`config.mk`:
```
export PLATFORM = sky130hd
export DESIGN_NAME = passive_alarm_ctrl_flat
export DESIGN_NICKNAME = d
export VERILOG_FILES = /design/src/rtl/passive_alarm_ctrl_if.sv /design/src/rtl/passive_alarm_ctrl.sv /design/src/flat_wrapper.sv
export SDC_FILE = /design/constraint.sdc
export NUM_CORES = 1
export LEC_CHECK = 0
export BUFFER_PORTS_ARGS = -buffer_cell sky130_fd_sc_hd__clkbuf_2
export CAP_MARGIN = 20
export CORE_ASPECT_RATIO = 0.6
export CORE_MARGIN = 2
export CORE_UTILIZATION = 35
export DETAILED_ROUTE_END_ITERATION = 10
export PLACE_DENSITY_LB_ADDON = 0.15
export SLEW_MARGIN = 40
export SYNTH_ARGS = -nofsm -noshare
export SYNTH_HDL_FRONTEND = slang
export SYNTH_SLANG_ARGS = --single-unit
```
`constraint.sdc`:
```
create_clock -name Clk -period 2.2 [get_ports Clk]
set_input_delay 0.22 -clock Clk [delete_from_list [all_inputs] [get_ports Clk]]
set_output_delay 0.22 -clock Clk [all_outputs]
set_load 0.03 [all_outputs]
```
`src/rtl/passive_alarm_ctrl_if.sv`:
```
// Sensor inputs and warning/actuator outputs of the passive-security alarm controller.
interface passive_alarm_ctrl_if;
    logic       CarLightsOnSign;
    logic       OpenDoorSign;
    logic       IgnitionSignalOn;
    logic       AckButton;
    logic       BuzzerOut;
    logic       WarningLed;
    logic       LightsCutOff;
    logic [2:0] State;

    modport master (
        output CarLightsOnSign, OpenDoorSign, IgnitionSignalOn, AckButton,
        input  BuzzerOut, WarningLed, LightsCutOff, State
    );

    modport slave (
        input  CarLightsOnSign, OpenDoorSign, IgnitionSignalOn, AckButton,
        output BuzzerOut, WarningLed, LightsCutOff, State
    );
endinterface

```
`src/rtl/passive_alarm_ctrl.sv`:
```
// Passive car-security warning: debounces lights/door/ignition/ack and sequences
// grace delay, pulsed chime, driver silence and automatic light cut-off.
module passive_alarm_ctrl #(
    parameter int DEB_CYCLES   = 4,
    parameter int GRACE_CYCLES = 8,
    parameter int CHIME_HALF   = 4,
    parameter int CHIME_COUNT  = 3,
    parameter int CNT_W        = 8
) (
    input  logic                 Clk,
    input  logic                 Reset,
    passive_alarm_ctrl_if.slave  bus
);

    typedef enum logic [2:0] {
        IDLE     = 3'd0,
        ARMED    = 3'd1,
        CHIME    = 3'd2,
        SILENCED = 3'd3,
        CUTOFF   = 3'd4
    } stateT;

    localparam logic [CNT_W-1:0] DEB_LAST    = CNT_W'(DEB_CYCLES - 1);
    localparam logic [CNT_W-1:0] GRACE_LAST  = CNT_W'(GRACE_CYCLES - 1);
    localparam logic [CNT_W-1:0] HALF        = CNT_W'(CHIME_HALF);
    localparam logic [CNT_W-1:0] PERIOD_LAST = CNT_W'(2 * CHIME_HALF - 1);
    localparam logic [CNT_W-1:0] BURST_LAST  = CNT_W'(CHIME_COUNT - 1);

    logic [3:0]       rawVec;
    logic [3:0]       debVal;
    logic [CNT_W-1:0] debCnt [4];
    logic             lightsD, doorD, ignD, ackD, cond;

    stateT            state;
    logic [CNT_W-1:0] timer;
    logic [CNT_W-1:0] burst;

    assign rawVec = {bus.AckButton, bus.IgnitionSignalOn, bus.OpenDoorSign, bus.CarLightsOnSign};

    // Same debouncer for every input: flip only after DEB_CYCLES consecutive disagreements.
    always_ff @(posedge Clk) begin
        if (Reset) begin
            debVal <= '0;
            for (int i = 0; i < 4; i++) debCnt[i] <= '0;
        end else begin
            for (int i = 0; i < 4; i++) begin
                if (rawVec[i] == debVal[i]) begin
                    debCnt[i] <= '0;
                end else if (debCnt[i] == DEB_LAST) begin
                    debVal[i] <= rawVec[i];
                    debCnt[i] <= '0;
                end else begin
                    debCnt[i] <= debCnt[i] + 1'b1;
                end
            end
        end
    end

    assign lightsD = debVal[0];
    assign doorD   = debVal[1];
    assign ignD    = debVal[2];
    assign ackD    = debVal[3];
    assign cond    = lightsD & doorD & ~ignD;

    always_ff @(posedge Clk) begin
        if (Reset) begin
            state <= IDLE;
            timer <= '0;
            burst <= '0;
        end else begin
            case (state)
                IDLE: begin
                    if (cond) begin
                        state <= ARMED;
                        timer <= '0;
                    end
                end
                ARMED: begin
                    if (!cond) begin
                        state <= IDLE;
                    end else if (timer == GRACE_LAST) begin
                        state <= CHIME;
                        timer <= '0;
                        burst <= '0;
                    end else begin
                        timer <= timer + 1'b1;
                    end
                end
                CHIME: begin
                    // Abort beats acknowledge, which beats the final-period expiry.
                    if (!cond) begin
                        state <= IDLE;
                    end else if (ackD) begin
                        state <= SILENCED;
                    end else if (timer == PERIOD_LAST) begin
                        if (burst == BURST_LAST) begin
                            state <= CUTOFF;
                        end else begin
                            timer <= '0;
                            burst <= burst + 1'b1;
                        end
                    end else begin
                        timer <= timer + 1'b1;
                    end
                end
                SILENCED: begin
                    if (!cond) state <= IDLE;
                end
                CUTOFF: begin
                    // Lights drop as a result of the cut-off, so only ignition may release it.
                    if (ignD) state <= IDLE;
                end
                default: state <= IDLE;
            endcase
        end
    end

    assign bus.BuzzerOut    = (state == CHIME) && (timer < HALF);
    assign bus.WarningLed   = (state == ARMED) || (state == CHIME) || (state == SILENCED);
    assign bus.LightsCutOff = (state == CUTOFF);
    assign bus.State        = state;

endmodule

```
`src/flat_wrapper.sv`:
```
// flat-port wrapper written by rule: the top's interface ports become plain ports
module passive_alarm_ctrl_flat 
#(
    parameter int DEB_CYCLES   = 4,
    parameter int GRACE_CYCLES = 8,
    parameter int CHIME_HALF   = 4,
    parameter int CHIME_COUNT  = 3,
    parameter int CNT_W        = 8
)
  (Clk, Reset, bus_CarLightsOnSign, bus_OpenDoorSign, bus_IgnitionSignalOn, bus_AckButton, bus_BuzzerOut, bus_WarningLed, bus_LightsCutOff, bus_State);
  passive_alarm_ctrl_if bus_i ();
  input  logic Clk;
  input  logic Reset;
  input wire logic [$bits(bus_i.CarLightsOnSign)-1:0] bus_CarLightsOnSign;
  input wire logic [$bits(bus_i.OpenDoorSign)-1:0] bus_OpenDoorSign;
  input wire logic [$bits(bus_i.IgnitionSignalOn)-1:0] bus_IgnitionSignalOn;
  input wire logic [$bits(bus_i.AckButton)-1:0] bus_AckButton;
  output wire logic [$bits(bus_i.BuzzerOut)-1:0] bus_BuzzerOut;
  output wire logic [$bits(bus_i.WarningLed)-1:0] bus_WarningLed;
  output wire logic [$bits(bus_i.LightsCutOff)-1:0] bus_LightsCutOff;
  output wire logic [$bits(bus_i.State)-1:0] bus_State;
  assign bus_i.CarLightsOnSign = bus_CarLightsOnSign;
  assign bus_i.OpenDoorSign = bus_OpenDoorSign;
  assign bus_i.IgnitionSignalOn = bus_IgnitionSignalOn;
  assign bus_i.AckButton = bus_AckButton;
  assign bus_BuzzerOut = bus_i.BuzzerOut;
  assign bus_WarningLed = bus_i.WarningLed;
  assign bus_LightsCutOff = bus_i.LightsCutOff;
  assign bus_State = bus_i.State;
  passive_alarm_ctrl #(.DEB_CYCLES(DEB_CYCLES), .GRACE_CYCLES(GRACE_CYCLES), .CHIME_HALF(CHIME_HALF), .CHIME_COUNT(CHIME_COUNT), .CNT_W(CNT_W)) u_core (.Clk(Clk), .Reset(Reset), .bus(bus_i));
endmodule
```
==> summary.md, run 1 <==
| Metric | Value |
|---|---|
| Run status | complete, no violations |
| 1st-iter DRT viols | 182 |
| # IOs | 12 |
| Pleak | 1.296 nW |
| Via count | 2200 |
| Avg WL per Cell | 12.47 um |
| DRC Markers | 0 |
| Comb power frac | 8.5% |
| Port Buffers | 11 |
| Register area share after synthesis | 47.83% |
| Met3 usage | 3.817% |
| Largest cells by area after synthesis | edfxtp_1, dfxtp_1, xor2_1 |
| Global-route wire length before repair | 9.825 mm |
| Finished Layout Cells | 459 |
| Final instance area | 3446 um^2 |
| Tmin final | 2.084 ns |
| CP startpoint | u_core.timer[3] |
| CTS tree | done |
| Ys async rst share | 0% |
| Final setup vio count | 0 |
| Yosys top cell area share | 32.34% |
| Overall die height | 75.38 um |
| RSZ-0062 raised after global routing | false |
| CTS max path bufs | 2 |
| Layout Skew | 0.007929 ns |
| Final WL | 5.724 mm |
| Syn Inst Count | 301 |
| Total die area | 9268 um^2 |
| Clk slew on worst S/H paths | 0.07 ns |
| Busiest grt layer | met1 |
| WP data required | 1.98 ns |
| Switching power | 0.5365 mW |
| Synth warnings | 0 |
| Prevailing post-synth register cell | edfxtp_1 |
| Initial Util | 36.96% |
| Area delta synth->final | 15.96% |
| Post-Place Cells | 451 |
| Clk pwr share | 38.0% |
| Cts hold-fix bufs | 0 |
| CP arrival | 1.86 ns |
| Final Cycle Share | 94.72% |
| Gr usage total | 13.72% |
| Critical Path Sink Type | primary output |
| Layout cell share with drive strength beyond 1 | 10.26% |
| Commonest cells in the synthesized netlist | nor2_1, edfxtp_1, nand3_1 |
| Final WS setup | 0.1163 ns |
| Hold path startpoint | bus_IgnitionSignalOn |
| TritonCTS Buffers | 5 |
| Maxcap violations | 0 |
| Area post-placement | 3288 um^2 |
| Slew HR | 66.03% |
| Grt met1 use | 20.89% |
| Met2 Track Usage GR | 19.15% |
| Hold WS | 0.1851 ns |
| Worst Hold Class | input port to flop |
| Final Net Count | 363 |
| Cell variety after synth | 51 |
| Sequential share of power | 53.6% |
| GRT overflow | 0 |
| Core footprint | 8039 um^2 |
| Kind of critical path | flop to primary output |
| FF-to-FF Start | u_core.burst[0] |
| Post-Syn Area | 2972 um^2 |
| Antenna violations before repair | 0 |
| Placement Rows | 25 |
| Sink Count | 55 |
| Syn avg cell area | 9.872 um^2 |
| Worst setup SP type | flop |
| Fill cells | 772 |
| Hpwl dp | 4.227 mm |
| Antenna Nets Post-Route | 0 |
| Pin slew with the least headroom to its limit | 0.5095 ns |
| P_int | 1.661 mW |
| Antenna Cells | 0 |
| Sw Ratio | 24.42% |
| Setup TNS | 0 ns |
| Fin. Hold Viols | 0 |
| P per Cell Area | 637.6 nW/um^2 |
| EDFF count, synth | 32 |
| H-tree Lvls | 2 |
| Final GP Congestion | 0.8523 |
| Vias in the first global route | 2009 |
| Pre-Repair DR Iteration Count | 4 |
| Root Driver | clkbuf_16 |
| Skew-Pair Late Insertion Delay | 0.30 ns |
| Place WS | 0.1511 ns |
| Die W | 123.0 um |
| Worst ir drop on vdd | 336.2 uV |
| Crit path max fanout | 5 |
| Largest area contributor in the netlist | edfxtp_1 |
| Vias per std cell | 4.793 |
| #FFs+latches synth | 55 |
| Largest net degree at the start of global routing | 22 |
| Slew Viols, Final | 0 |
| Top-count cell post-synth | nor2_1 |
| Max Freq | 0.4799 GHz |
==> area by class of cell <==
type	count	area, um^2	area share, %
sequential	55	1421	41.25
timing repair buffer	17	102.6	2.977
tap	108	135.1	3.922
clock buffer	6	138.9	4.031
clock inverter	2	16.27	0.4720
multi-input combinational	266	1613	46.80
inverter	5	18.77	0.5447
==> per-layer routing <==
metal  share of wire, %  vias to the layer above
met1                 57                     1012
met2                 38                       23
met4               0.47                        0
met5                  0                        -
met3                4.4                        4
li1                   -                     1161
==> path summary, 6_finish.rpt <==
path / end / slack (ns) / depth (start not counted)
max: bus_BuzzerOut / 0.12 / 4
min: u_core.debVal[2] / 0.19 / 3
max reg2reg: u_core.timer[2] / 0.15 / 7
min reg2reg: u_core.timer[1] / 0.48 / 2
==> cell usage in the layout, fill, tap and decap left out, types with 10 or more instances in the layout <==
| cell | synthesis | layout |
|---|---|---|
| conb_1 | 1 | 32 |
| and3_1 | 15 | 15 |
| nand2_1 | 20 | 20 |
| clkbuf_2 | 0 | 10 |
| xnor2_1 | 10 | 10 |
| xor2_1 | 25 | 25 |
| nand3_1 | 28 | 28 |
| dfxtp_1 | 23 | 23 |
| edfxtp_1 | 32 | 32 |
| nor2_1 | 50 | 50 |
==> kinds of logic after synthesis <==
logic type	after synthesis	share of synthesized area, %
mux	4	1.347
xor+xnor	35	10.32
buf+inv	11	1.810
other cells	1	0.1262
flops	55	47.83
compound gates	32	8.338
fa+ha+maj	7	2.947
simple gates	156	27.28
==> sequential cells by signal, indices dropped and copies added, names as in the netlist <==
name / count
u_core.bus.State: 3
u_core.burst: 8
u_core.timer: 8
u_core.debCnt: 32
u_core.debVal: 4
==> through the flow <==
step | util, % | power [mW]
global placement | 40.90 | 1.385
finish | 42.86 | 2.197
detailed placement | 40.90 | 1.387
floorplan | - | 1.331
CTS | 42.83 | 2.231
global route | 42.86 | 2.309
==> worst max-delay path: stages (launching register included) <==
cell     delay [ns]
dfxtp_1        0.35
or3_4          0.41
or3_1          0.39
nor3_1         0.23
buf_4          0.20
==> what timing repair did <==
action | 4_1_cts | 5_1_grt
buffers inserted | 0 | 0
endpoints found under the hold margin | 0 | 0
endpoints found under the setup margin | 0 | 1
gates resized for setup | 0 | 2
==> power groups by stage <==
| stage | clock network (mW) | logic, mW | registers, mW |
|---|---|---|---|
| 6_report | 0.834 | 0.186 | 1.18 |
| 5_1_grt | 0.910 | 0.213 | 1.19 |
| 4_1_cts | 0.866 | 0.187 | 1.18 |
| 3_5_place_dp | 0 | 0.186 | 1.20 |
| 3_3_place_gp | 0 | 0.186 | 1.20 |
| 2_1_floorplan | 0 | 0.142 | 1.19 |
No activity file was read; power rests on OpenSTA's default activity.
==> run 2: changes to the inputs <==
Settings changed: ABC_CLOCK_PERIOD_IN_PS set to 2200, CTS_BUF_LIST set to sky130_fd_sc_hd__clkbuf_16, GPL_ROUTABILITY_DRIVEN set to 0.
==> summary.md, run 2 (synthesis gave the netlist of run 1 again) <==
| Metric | Value |
|---|---|
| Global-route wire length before repair | 9.853 mm (+0.28%) |
| DRC Markers | 0 (unchanged) |
| CTS max path bufs | 2 (unchanged) |
| Fin. Hold Viols | 0 (unchanged) |
| Core footprint | 8039 um^2 (unchanged) |
| Most frequent cells in the layout | nor2_1, edfxtp_1, conb_1 |
| Path depth of the worst reg2reg path | 7 (unchanged) |
| 1st-iter DRT viols | 170 (-6.6%) |
| Setup slack, reg-to-reg | 0.15 ns (about the same) |
| WHS Endpoint | u_core.debVal[2] |
| # IOs | 12 (unchanged) |
| Placement Rows | 25 (unchanged) |
| CP arrival | 1.87 ns (about the same) |
| Hpwl dp | 4.227 mm (unchanged) |
| FF-to-FF Start | u_core.burst[0] |
| Antenna violations before repair | 0 (unchanged) |
| Run status | complete, no violations |
| Antenna Cells | 0 (unchanged) |
| Hold path startpoint | bus_IgnitionSignalOn |
| CP Buf/Inv Count | 1 (unchanged) |
| Slew HR | 65.95% (-0.081 points) |
| Most flops, register | u_core.debCnt |
| H-tree Lvls | 2 (unchanged) |
| GRT overflow | 0 (unchanged) |
| Tmin final | 2.089 ns (+0.004946 ns) |
| Root Driver | clkbuf_16 |
| Max reg flops | 32 (unchanged) |
| Die W | 123.0 um (unchanged) |
| Layout Skew | 0.008224 ns (+0.0002946 ns) |
| Cts hold-fix bufs | 0 (unchanged) |
| Critical Path Sink Type | primary output |
| Overall die height | 75.38 um (unchanged) |
| Post-Place Cells | 451 (unchanged) |
| Total die area | 9268 um^2 (unchanged) |
| Slew Viols, Final | 0 (unchanged) |
| Crit path largest cell delay | 0.41 ns (about the same) |
| Vias in the first global route | 2008 (-0.050%) |
| RR Endpoint | u_core.timer[2] |
| Max Freq | 0.4788 GHz (-0.24%) |
| Sink Count | 55 (unchanged) |
| Worst setup SP type | flop |
| Final WL | 5.728 mm (about the same) |
| Pin slew with the least headroom to its limit | 0.5107 ns (+0.001207 ns) |
| CP top delay family | simple AND/OR/NAND/NOR gates |
| Largest net degree at the start of global routing | 22 (unchanged) |
| Crit path max fanout | 5 (unchanged) |
| Most common cell after layout, fill and taps aside | nor2_1 |
| Avg WL per Cell | 12.48 um (about the same) |
| Vias per std cell | 4.824 (+0.64%) |
| Skew-Pair Late Insertion Delay | 0.30 ns (about the same) |
| CTS tree | done |
| Initial Util | 36.96% (unchanged) |
| Antenna Nets Post-Route | 0 (unchanged) |
| Pleak | 1.291 nW (-0.43%) |
| Port Buffers | 11 (unchanged) |
| WP data required | 1.98 ns (about the same) |
| Pre-Repair DR Iteration Count | 4 (unchanged) |
| Clk slew on worst S/H paths | 0.07 ns (about the same) |
| Worst Hold Class | input port to flop |
| Maxcap violations | 0 (unchanged) |
| Kind of critical path | flop to primary output |
| Finished Layout Cells | 459 (unchanged) |
| Gr usage total | 13.80% (+0.082 points) |
| CP cell instances | or3_4 > or3_1 > nor3_1 > buf_4 |
| Max stage delay cell, worst path | or3_4 |
| Area delta synth->final | 15.62% |
| Setup TNS | 0 ns (unchanged) |
| Layout cell share with drive strength beyond 1 | 9.972% (-0.28 points) |
| TritonCTS Buffers | 5 (unchanged) |
| Largest registers | u_core.debCnt: 32 flops, u_core.burst: 8 flops, u_core.timer: 8 flops |
| Via count | 2214 (+0.64%) |
| P per Cell Area | 630.6 nW/um^2 (-1.1%) |
| Worst ir drop on vdd | 334.7 uV (-0.43%) |
| Final Cycle Share | 94.94% (+0.22 points) |
| Final setup vio count | 0 (unchanged) |
| WHS Path Cells | 3 (unchanged) |
| RSZ-0062 raised after global routing | false |
| Final Net Count | 363 (unchanged) |
==> run 2: cell count changes in the layout (fill, tap and decap cells not counted) <==
cell,change
clkbuf_8,-1
clkinv_1,+1
==> run 2: worst max-delay path by stage <==
| stage | from | endpoint | slack [ns] | cells after the start |
|---|---|---|---|---|
| after floorplan | u_core.bus.State[1] | u_core.burst[1] | 0.11 | 6 |
| after global placement | u_core.burst[0] | u_core.timer[2] | 0.21 | 7 |
| after detailed placement | u_core.burst[0] | u_core.timer[2] | 0.15 | 7 |
| after CTS | u_core.timer[3] | bus_BuzzerOut | 0.04 | 4 |
| after global routing | u_core.timer[3] | bus_BuzzerOut | 0.01 | 4 |
| final | u_core.timer[3] | bus_BuzzerOut | 0.11 | 4 |
==> run 2: layout make-up <==
cell class | instances | area [um^2]
Sequential cell | 55 | 1421
Clock inverter | 3 | 20.02
Multi-Input combinational cell | 266 | 1613
Timing Repair Buffer | 17 | 102.6
Fill cell | 774 | 4603
Clock buffer | 5 | 125.1
Tap cell | 108 | 135.1
Inverter | 5 | 18.77
==> run 2: stage by stage <==
step | hold slack [ns] | total power, mW | cell area [um^2] | utilization (%) | setup WS [ns]
floorplan | 0.3639 | 1.331 | 3088 | - | 0.1089
global placement | 0.4735 | 1.385 | 3288 | 40.90 | 0.2120
detailed placement | 0.4706 | 1.387 | 3288 | 40.90 | 0.1511
CTS | 0.1808 | 2.195 | 3433 | 42.71 | 0.03650
global route | 0.1914 | 2.277 | 3436 | 42.74 | 0.01041
finish | 0.1819 | 2.167 | 3436 | 42.74 | 0.1113
==> run 2: where the power goes <==
part	switching [mW]	internal [mW]
Clock	0.382	0.421
Combinational	0.112	0.0739
Sequential	0.0464	1.13
==> run 2: tightest hold or removal path, cell delays in order <==
cell and delay (ns):
clkbuf_2 0.10, nand3_1 0.06, a21oi_1 0.05
==> run 2: layer usage <==
layer	routed length [um]	track usage, %	vias up
met5	0	0	-
met1	3284	21.03	1021
li1	-	-	1160
met3	231	3.817	7
met2	2165	19.09	26
met4	46	3.448	0
==> run 2: what timing repair did <==
item                       CTS  global route
hold endpoints to repair     0             0
setup buffers                0             0
resized for setup            0             2
setup endpoints to repair    0             1
